--- config.mk ---
export PLATFORM = sky130hd
export DESIGN_NAME = dcim_accumulator
export DESIGN_NICKNAME = d
export VERILOG_FILES = /design/src/rtl/dcim_accumulator.sv
export SDC_FILE = /design/constraint.sdc
export NUM_CORES = 1
export LEC_CHECK = 0
export BUFFER_PORTS_ARGS = -buffer_cell sky130_fd_sc_hd__buf_2
export CAP_MARGIN = 20
export CORE_UTILIZATION = 25
export DETAILED_ROUTE_END_ITERATION = 8
export PLACE_DENSITY_LB_ADDON = 0.08
export SYNTH_ARGS = -nofsm -noshare
export SYNTH_HDL_FRONTEND = slang
export SYNTH_SLANG_ARGS = --single-unit
--- constraint.sdc ---
create_clock -name clk -period 8.3 [get_ports clk]
set_input_delay 0.83 -clock clk [delete_from_list [all_inputs] [get_ports clk]]
set_output_delay 0.83 -clock clk [all_outputs]
set_load 0.02 [all_outputs]
--- src/rtl/dcim_accumulator.sv ---
// dcim_accumulator: sums VEC_LEN unsigned products per result and queues each
// completed sum in a small first-word fall-through result FIFO.
// Optional feature: define DCIM_ACC_DROP_CNT_EN to add the drop_cnt output,
// a saturating count of results lost to a full FIFO.
module dcim_accumulator #(
  parameter int PROD_WIDTH = 64,
  parameter int ACC_WIDTH  = 72,
  parameter int VEC_LEN    = 64,
  parameter int FIFO_DEPTH = 4
) (
  input  logic                       clk,
  input  logic                       rst,
  input  logic                       init_done,
  input  logic                       in_valid,
  input  logic [PROD_WIDTH-1:0]      in_data,
  output logic                       out_valid,
  input  logic                       out_ready,
  output logic [ACC_WIDTH-1:0]       out_data,
  output logic [$clog2(VEC_LEN)-1:0] vec_idx,
  output logic                       overflow
`ifdef DCIM_ACC_DROP_CNT_EN
  ,
  output logic [15:0]                drop_cnt
`endif
);

  localparam int IDX_W = $clog2(VEC_LEN);
  localparam int PTR_W = $clog2(FIFO_DEPTH);
  localparam int CNT_W = PTR_W + 1;

  typedef enum logic {IDLE, ACC} state_e;

  state_e                 state_q;
  logic [ACC_WIDTH-1:0]   acc_q;
  logic [IDX_W-1:0]       idx_q;
  logic [ACC_WIDTH-1:0]   sum;
  logic                   take, last, push, pop, wr_en, drop;

  logic [ACC_WIDTH-1:0]   mem_q [FIFO_DEPTH];
  logic [PTR_W-1:0]       wr_q, wr_d, rd_q, rd_d;
  logic [CNT_W-1:0]       cnt_q, cnt_d;
  logic                   full, empty;
  logic                   ovf_q;

  // A product only counts while the array is running; sum is the would-be total.
  assign sum   = acc_q + ACC_WIDTH'(in_data);
  assign take  = (state_q == ACC) && init_done && in_valid;
  assign last  = (idx_q == IDX_W'(VEC_LEN - 1));
  assign push  = take && last;
  assign full  = (cnt_q == CNT_W'(FIFO_DEPTH));
  assign empty = (cnt_q == '0);
  assign pop   = out_ready && !empty;
  // A pop in the same cycle frees the slot, so a full FIFO still accepts.
  assign wr_en = push && (!full || pop);
  assign drop  = push && full && !pop;

  // Run/idle FSM with the running partial sum and product index.
  always_ff @(posedge clk) begin
    if (rst) begin
      state_q <= IDLE;
      acc_q   <= '0;
      idx_q   <= '0;
    end else begin
      case (state_q)
        IDLE: begin
          if (init_done) state_q <= ACC;
        end
        ACC: begin
          if (!init_done) begin
            // Array left RUN: partial vector is meaningless, drop it.
            state_q <= IDLE;
            acc_q   <= '0;
            idx_q   <= '0;
          end else if (in_valid) begin
            if (last) begin
              acc_q <= '0;
              idx_q <= '0;
            end else begin
              acc_q <= sum;
              idx_q <= idx_q + 1'b1;
            end
          end
        end
        default: state_q <= IDLE;
      endcase
    end
  end

  // FIFO pointer/occupancy next state.
  always_comb begin
    wr_d  = wr_q;
    rd_d  = rd_q;
    cnt_d = cnt_q;
    if (wr_en) wr_d = wr_q + 1'b1;
    if (pop)   rd_d = rd_q + 1'b1;
    case ({wr_en, pop})
      2'b10:   cnt_d = cnt_q + 1'b1;
      2'b01:   cnt_d = cnt_q - 1'b1;
      default: cnt_d = cnt_q;
    endcase
  end

  // FIFO pointer/occupancy registers.
  always_ff @(posedge clk) begin
    if (rst) begin
      wr_q  <= '0;
      rd_q  <= '0;
      cnt_q <= '0;
    end else begin
      wr_q  <= wr_d;
      rd_q  <= rd_d;
      cnt_q <= cnt_d;
    end
  end

  // FIFO storage; contents are don't-care until written since empty masks the head.
  always_ff @(posedge clk) begin
    if (wr_en) mem_q[wr_q] <= sum;
  end

  // Sticky overflow: only reset clears it.
  always_ff @(posedge clk) begin
    if (rst)       ovf_q <= 1'b0;
    else if (drop) ovf_q <= 1'b1;
  end

`ifdef DCIM_ACC_DROP_CNT_EN
  logic [15:0] drop_cnt_q;

  // Saturating count of dropped results.
  always_ff @(posedge clk) begin
    if (rst)                               drop_cnt_q <= '0;
    else if (drop && drop_cnt_q != 16'hFFFF) drop_cnt_q <= drop_cnt_q + 16'd1;
  end

  assign drop_cnt = drop_cnt_q;
`endif

  assign out_valid = !empty;
  assign out_data  = empty ? '0 : mem_q[rd_q];
  assign vec_idx   = idx_q;
  assign overflow  = ovf_q;

endmodule

## Word-level counts from Yosys, hierarchy flattened

Memory sizes are Yosys's and may differ from the RTL's. A register that Yosys moved wholly into a read port is not among the register bits.
Cells that the tools add are included.

| word-level totals | value |
|---|---|
| ROM bits | 0 |
| memories | 1 |
| flip-flop bits (word level) | 87 |
| RAM bits | 288 |
| latch bits | 0 |

Memories:

| memory | words | width | rd ports | clocked after Yosys merged registers in | write ports | RTL line | RTL |
|---|---|---|---|---|---|---|---|
| mem_q | 4 | 72 | 1 | 1 | 1 | 39 | `logic [ACC_WIDTH-1:0] mem_q [FIFO_DEPTH];` |

| cells by class | value |
|---|---|
| add/subtract/negate cells | 6 |
| divide/modulo/power cells | 0 |
| equality and inequality tests | 5 |
| shift operators | 0 |
| reduce and logical (&&, ||, !) cells | 14 |
| magnitude comparators | 0 |
| multiply operators | 0 |
| bitwise gates (word level) | 0 |
| multiplexer cells | 13 |

Operators by type and width:

| kind | count |
|---|---|
| $mux W72 | 4 |
| $add A72 B64 Y72 | 1 |
| $mux W6 | 3 |
| $logic_and A1 B1 Y1 | 7 |
| $add A6 B1 Y6 const B | 1 |
| $eq A6 B6 Y1 const B | 1 |
| $pmux W3 S2 | 1 |
| $add A2 B1 Y2 const B | 2 |
| $mux W2 | 2 |
| $add A3 B1 Y3 const B | 1 |
| $eq A3 B3 Y1 const B | 1 |
| $logic_not A1 Y1 | 3 |
| $logic_not A3 Y1 | 1 |
| $mux W1 | 3 |
| $sub A3 B1 Y3 const B | 1 |
| $eq A2 B1 Y1 const B | 1 |
| $eq A2 B2 Y1 const B | 1 |
| $ne A2 B1 Y1 const B | 1 |
| $reduce_and A2 Y1 | 1 |
| $reduce_bool A2 Y1 | 1 |
| $logic_or A1 B1 Y1 | 1 |

## Logic depth before layout (Yosys ltp)

Gate-level depths: netlist (run 1).

| logic depth | value |
|---|---|
| word-level depth | 7 |
| gate-level depth with buffers | 12 |
| gate-level depth less buffers | 12 |

## Worst setup path before layout (run 1)

Ideal clock, no wire load.

| path | value |
|---|---|
| path type | input-to-reg |
| start | in in_valid |
| end | mem mem_q[0][0], enable pin |
| library setup time | 0.438 ns |
| stages | 5 |
| arrival | 3.331 ns |
| setup slack | 4.531 ns |
| buffers on the path | 0 |
| data required time | 7.862 ns |
| cell sequence | nand3_1 -> nor2_1 -> nand3_1 -> nor2_1 -> and2_1 |

| on the way | value |
|---|---|
| word-level cells in the longest chain between the ends | 5 |

Ends and longest elaborated chain:

| element | RTL line | RTL |
|---|---|---|
| start, declared | 14 | `input logic in_valid,` |
| $logic_and A1 B1 Y1 | 47 | `assign take = (state_q == ACC) && init_done && in_valid;` |
| $logic_and A1 B1 Y1 | 49 | `assign push = take && last;` |
| $logic_and A1 B1 Y1 | 54 | `assign wr_en = push && (!full \|\| pop);` |
| $mux W1 | 118 | `if (wr_en) mem_q[wr_q] <= sum;` |
| $mux W1 (not written as such) | 118 |  |
| end, declared | 39 |  |

No other way between the ends.

==> impl_metrics.json, run 1 <==
{
  "cp_data_required_time_ns": 7.47,
  "final_max_slew_viol_count": 0,
  "setup-violations-final": 0,
  "whs_endpoint": "overflow",
  "ios": 149,
  "num_antenna_cells": 0,
  "crit_path_start_kind": "flip-flop",
  "rsz0062_at_grt": "false",
  "powerDensity_nw_per_um2": 194,
  "syn_nets": 1558,
  "hold_class": "flip-flop to flip-flop",
  "ctsResizeCount": 0,
  "cts_buffers": 45,
  "netlist-cell-type-count": 91,
  "cts_root_buffer": "clkbuf_16",
  "gp_congestion": 0.770,
  "post-route-period-util": 0.501,
  "cts_tree": "yes",
  "synth_ff_type": "edfxtp_1",
  "arrival_ns": 3.33,
  "maxCapViolations": 0,
  "crit_slowest_cell": "dfxtp_4",
  "synth-edff-count": 288,
  "cts_buffer_depth": 3,
  "hold_viol": 0,
  "via_count": 12200,
  "gr-total-overflow": 0,
  "crit_fanout": 38,
  "nNetsFinal": 1685,
  "drtIter0Drc": 677,
  "synth_area_per_cell_sq_um": 13.0,
  "vdd_drop_max_mv": 0.122,
  "track_usage": 0.147,
  "max_stage_delay_ns": 0.93,
  "drtPass1Iterations": 7,
  "hold_depth": 2,
  "die_h_um": 274,
  "drc_errors": 10,
  "cts.sinks": 377,
  "synth_async_sr_flop_share": 0,
  "fp-row-count": 99,
  "dieArea_sq_um": 75100,
  "relSlewSlack": 0.394,
  "holdBufCountCts": 0,
  "hp-start": "overflow",
  "wl_per_cell_um": 21.7,
  "drive_gt1_frac": 0.217,
  "max_freq_mhz": 240,
  "r2r_cells": 11,
  "synth_top_cell_by_area": "edfxtp_1",
  "fin_crit_ns": 4.16,
  "leakagePower_nw": 7.70,
  "yosys_warnings": 0,
  "initial_core_util": 0.253,
  "crit-reg2reg-launch": "acc_q[0]",
  "htreeDepth": 2,
  "grt_pass1_vias": 12500,
  "dp.cells": 2457,
  "r2r_setup_slack_ns": 4.83,
  "violations": "DRC",
  "grt_antenna_before_repair": 2,
  "synthTopCellsByArea": "edfxtp_1, dfxtp_1, mux4_2",
  "port-buffer-count": 148,
  "grt_pass1_wl_mm": 82.0,
  "core_sq_um": 73100,
  "fin_tns_setup_ns": 0,
  "vias_per_cell": 4.80,
  "skew_ns": 0.0202,
  "crit_chain": "buf_4, mux4_2, and2_1, buf_2",
  "crit_path_end_kind": "primary output",
  "dp_hpwl_mm": 36.9,
  "syn2layout_area_growth_pct": 16.8,
  "syn-cell-area_sq_um": 18500,
  "rr_endpoint": "mem_q[2][60]",
  "tightest_slew_ns": 0.909,
  "path_clk_slew_ns": 0.06,
  "post_cts_buffers": 0,
  "outcome": "finished, violations left",
  "final_cells": 2537,
  "grt_max_degree": 65,
  "ys_ff_latch": 377,
  "synth_cells": 1418,
  "clkLatencyLatePin_ns": 0.57,
  "die_w_um": 274,
  "wl_mm": 55.0,
  "drtAntennaViolNets": 0,
  "seq_area_frac_synth": 0.564,
  "path_class": "flip-flop to primary output",
  "synth.top_cell.area_share": 0.468
}
==> worst max path at each step <==
stage / slack, ns / end / cells after the start
final: 4.14 / out_data[40] / 4
after global routing: 3.82 / out_data[34] / 4
after CTS: 3.91 / out_data[33] / 4
after detailed placement: 4.14 / mem_q[0][69] / 11
after global placement: 4.09 / mem_q[0][69] / 11
after floorplan: 4.53 / mem_q[0][0] / 5
==> metal layers <==
metal	vias to the layer above	routed length, um	track usage
li1	5760	-	-
met1	6141	26400	0.203
met2	201	25600	0.238
met3	71	2090	0.0250
met4	2	933	0.0319
met5	-	13	0
==> worst max-delay path, delay by kind of cell (launching register included) <==
family | cells | cell delay (ns)
simple gates | 1 | 0.18
buf+inv | 2 | 0.93
flops | 1 | 0.93
mux | 1 | 0.64
==> placed cells by master, fill, tap and decap left out, drive strengths merged, types with 12 or more instances in the layout <==
cell	count
buf	162
a22o	32
clkinv	15
inv	28
a31oi	12
dfxtp	89
and2	86
edfxtp	288
o21a	15
clkbuf	59
mux4	72
nand3	33
a21oi	83
a21o	31
nand2	56
a22oi	29
xor2	30
nand4	32
nor2	96
xnor2	41
o21ai	59
ha	69
==> final cells by class <==
class	count	area, sq um
well taps	959	1200
clock buffers	59	1190
clock inverters	21	188
multi-input cells	932	7640
fillers	7457	51500
repair buffers	162	846
flip-flops and latches	377	10400
inverters	27	101
==> flip-flops by register name (all words and copies together) (netlist names), named ones only <==
signal,cells
rd_q,2
mem_q,288
acc_q,72
state_q,1
vec_idx,6
wr_q,2
overflow,1
cnt_q,3
==> per-stage QoR <==
stage               area (sq um)  setup WS (ns)  power, W  utilization  hold WS (ns)
finish                     21600           4.14   0.00420        0.296         0.468
detailed placement         20200           4.14   0.00235        0.277         0.463
global route               21600           3.82   0.00437        0.296         0.502
floorplan                  18500           4.53   0.00226            -         0.441
global placement           20200           4.09   0.00235        0.277         0.452
CTS                        21600           3.91   0.00428        0.296         0.478
==> cell usage after synthesis, types with 10 or more instances <==
cell      number
edfxtp_1     288
dfxtp_1       89
a22o_1        32
clkbuf_1      53
buf_2         14
nand4_1       31
a21o_1        29
a22oi_1       29
inv_1         27
and2_1        84
xor2_1        30
mux4_2        72
a31oi_1       11
nand2_1       56
or3_1         10
ha_1          69
nor2_1        95
a21oi_1       80
o21ai_0       52
xnor2_1       41
nand3_1       33
nor3_1        10
o21a_1        15
==> cell families (layout without fill, tap and decap cells) <==
| family | Yosys count | in the layout | share of synthesized area |
|---|---|---|---|
| and+or+nand+nor | 363 | 363 | 0.103 |
| muxes | 75 | 75 | 0.0893 |
| adders and majority gates | 71 | 71 | 0.0488 |
| buffers and inverters | 109 | 269 | 0.0252 |
| AOI/OAI and AO/OA | 352 | 352 | 0.136 |
| DFF | 377 | 377 | 0.564 |
| xor gates and xnor gates | 71 | 71 | 0.0336 |
==> where the power goes <==
part / switching (W) / internal, W
clock: 0.000788 / 0.00110
combinational: 0.000177 / 0.0000793
sequential: 0.00000466 / 0.00205
Note: power is estimated with default switching activity, not from simulation.
==> inputs of run 2 (changes only) <==
--- a/config.mk
+++ b/config.mk
@@ -5,6 +5,7 @@
 export SDC_FILE = /design/constraint.sdc
 export NUM_CORES = 1
 export LEC_CHECK = 0
+export ABC_AREA = 1
 export BUFFER_PORTS_ARGS = -buffer_cell sky130_fd_sc_hd__buf_2
 export CAP_MARGIN = 20
 export CORE_UTILIZATION = 25
==> constraint.sdc (replaced) <==
create_clock -name clk -period 3.6 [get_ports clk]
set_input_delay 0.36 -clock clk [delete_from_list [all_inputs] [get_ports clk]]
set_output_delay 0.36 -clock clk [all_outputs]
set_load 0.02 [all_outputs]
==> run 2 against run 1 <==
Net effect:
- the flow still finishes with violations (DRC)
- design area up 12%
- utilization rose by 0.48 points
- non-clock buffer count increased by 10
- first-iteration DRC count is 52% higher
- register-to-register slack worse by 4.1 ns
- largest power group is now clock
- setup slack got worse by 3.8 ns
- cell count grew 49%
- power grew to 2.7 times the previous value
- sequential share of layout area shrank 5.3 points
- highest routed layer is now met4
- flip-flop and latch count unchanged
- clock power grew to 2.6 times the previous value
- critical endpoint is now out_data[41]
==> impl_metrics.json, run 2 <==
{
  "internal-power_w": 0.00813,
  "core_sq_um": 80800,
  "grt_pass1_vias": 16800,
  "via_count": 16900,
  "rsz0062_at_grt": "false",
  "synth-edff-count": 288,
  "ios": 149,
  "yosys.area_share.simple": 0.246,
  "drtIter0Drc": 1030,
  "final_cells": 3775,
  "die_w_um": 288,
  "crit_fanout": 32,
  "initial_core_util": 0.253,
  "yosys_warnings": 0,
  "crit_path_start_kind": "flip-flop",
  "max_freq_mhz": 309,
  "synth_area_per_cell_sq_um": 8.09,
  "post-route-period-util": 0.900,
  "p_seq_frac": 0.415,
  "final_max_slew_viol_count": 0,
  "top_register": "mem_q",
  "arrival_ns": 2.88,
  "post_cts_buffers": 0,
  "combinationalPowerShare": 0.163,
  "grt_antenna_before_repair": 0,
  "placed_area_sq_um": 22700,
  "wl_per_cell_um": 19.7,
  "clkLatencyLatePin_ns": 0.60,
  "whs_ns": 0.0449,
  "crit-reg2reg-launch": "acc_q[0]",
  "layout_common_cells": "nand2_1, nor2_1, inv_1",
  "drive_gt1_frac": 0.125,
  "drtAntennaViolNets": 0,
  "violations": "DRC",
  "setup-violations-final": 0,
  "cts_tree": "yes",
  "synth_common_cells": "nand2_1, nor2_1, inv_1",
  "grt_max_degree": 73,
  "htreeDepth": 2,
  "synth_ff_type": "edfxtp_1",
  "cts_root_buffer": "clkbuf_16",
  "endpoint": "out_data[41]",
  "ctsResizeCount": 0,
  "dp.cells": 3685,
  "nNetsFinal": 2813,
  "holdBufCountCts": 0,
  "relSlewSlack": 0.429,
  "synth_xor_area_frac": 0.0218,
  "synth.top_cell.area_share": 0.422,
  "fin_crit_ns": 3.24,
  "layout_commonest_cell": "nand2_1",
  "design_area_sq_um": 24300,
  "largest_register_ff_count": 288,
  "gr-total-overflow": 0,
  "ys_ff_latch": 377,
  "power.switching_w": 0.00339,
  "cts_buffer_depth": 3,
  "synth.area.mux_share": 0,
  "path_class": "flip-flop to primary output",
  "synthAdderAreaFrac": 0.0441,
  "clockPowerShare": 0.422,
  "vdd_drop_max_mv": 0.252,
  "cp_data_required_time_ns": 3.24,
  "vias_per_cell": 4.48,
  "cts.sinks": 377,
  "synth_top_family_by_area": "simple AND/OR/NAND/NOR gates",
  "leakagePower_nw": 9.88,
  "track_usage": 0.179,
  "synth_top_cell_by_area": "edfxtp_1",
  "powerDensity_nw_per_um2": 475,
  "r2r_setup_slack_ns": 0.75,
  "r2r_cells": 14,
  "syn2layout_area_growth_pct": 18.5,
  "yosysMostFrequentCell": "nand2_1",
  "drc_errors": 16,
  "fillers": 8630,
  "syn-cell-area_sq_um": 20500,
  "fp-row-count": 104,
  "syn_nets": 2672,
  "port-buffer-count": 148,
  "grt_pass1_wl_mm": 109,
  "drtPass1Iterations": 7,
  "seq_area_frac_synth": 0.509,
  "fin_util": 0.300,
  "tightest_slew_ns": 0.856,
  "crit_path_end_kind": "primary output",
  "rr_endpoint": "mem_q[2][48]",
  "cts_buffers": 46,
  "die_h_um": 288,
  "netlist-cell-type-count": 38,
  "hold_viol": 0,
  "hold_class": "input pin to flip-flop",
  "synth-compound-area-share": 0.107,
  "maxCapViolations": 0,
  "outcome": "finished, violations left",
  "skew_ns": 0.0181,
  "path_clk_slew_ns": 0.05,
  "synthTopCellsByArea": "edfxtp_1, nand2_1, dfxtp_1",
  "synth_async_sr_flop_share": 0,
  "gp_congestion": 0.926,
  "wl_mm": 74.5,
  "dieArea_sq_um": 83100,
  "p_sw_frac": 0.294,
  "synth_cells": 2532,
  "dp_hpwl_mm": 54.3
}
## run 2: worst max-delay path, cell delays in order, from the launching register on
cell and delay, ns:
dfxtp_4 0.62, clkinv_2 0.60, buf_4 0.39, o21ai_0 0.18, a21oi_1 0.20, buf_2 0.24
## run 2: stage by stage
step / TNS (ns) / worst slack, ns / power, W
after CTS: 0 / 0.290 / 0.0117
after global routing: 0 / 0.184 / 0.0120
after global placement: 0 / 0.716 / 0.00680
final: 0 / 0.361 / 0.0115
after floorplan: -318.74 / -1.11 / 0.00596
after detailed placement: 0 / 0.642 / 0.00681
## run 2: worst min-delay path by stage
stage / from / end / slack, ns / cells past startpoint
after CTS: init_done / state_q / 0.01 / 3
after global routing: init_done / state_q / 0.06 / 3
after detailed placement: rd_q[1] / flip-flop / 0.45 / 2
final: init_done / state_q / 0.04 / 3
after global placement: overflow / overflow / 0.45 / 1
after floorplan: rd_q[1] / flip-flop / 0.44 / 2
## run 2: power by group through the flow
stage / clock, W / combinational, W / sequential, W
after floorplan: 0 / 0.00113 / 0.00484
after global placement: 0 / 0.00193 / 0.00487
after detailed placement: 0 / 0.00193 / 0.00487
after CTS: 0.00502 / 0.00194 / 0.00478
after global routing: 0.00517 / 0.00207 / 0.00478
final: 0.00486 / 0.00188 / 0.00478
## run 2: cell families (layout without fill, tap and decap cells)
group | after synthesis | after routing
AOI/OAI and AO/OA | 428 | 428
xor gates and xnor gates | 39 | 39
adders and majority gates | 71 | 71
buffers and inverters | 393 | 572
DFF | 377 | 377
other | 0 | 4
and+or+nand+nor | 1224 | 1224
## run 2: layer usage
layer  share of wire  global-route usage  vias to the layer above
met3           0.034              0.0208                       81
met1            0.50               0.256                     8029
met5               0                   0                        -
li1                -                   -                     8512
met4           0.019              0.0411                        0
met2            0.45               0.287                      278
## run 2: layout make-up
cell class                      count  area, sq um  area share
Antenna cell                        4         10.0    0.000412
Sequential cell                   377        10400       0.430
Clock buffer                       60         1250      0.0516
Tap cell                         1060         1330      0.0546
Inverter                          314         1180      0.0486
Multi-Input combinational cell   1762         8610       0.355
Timing Repair Buffer              172         1120      0.0463
Clock inverter                     26          338      0.0139
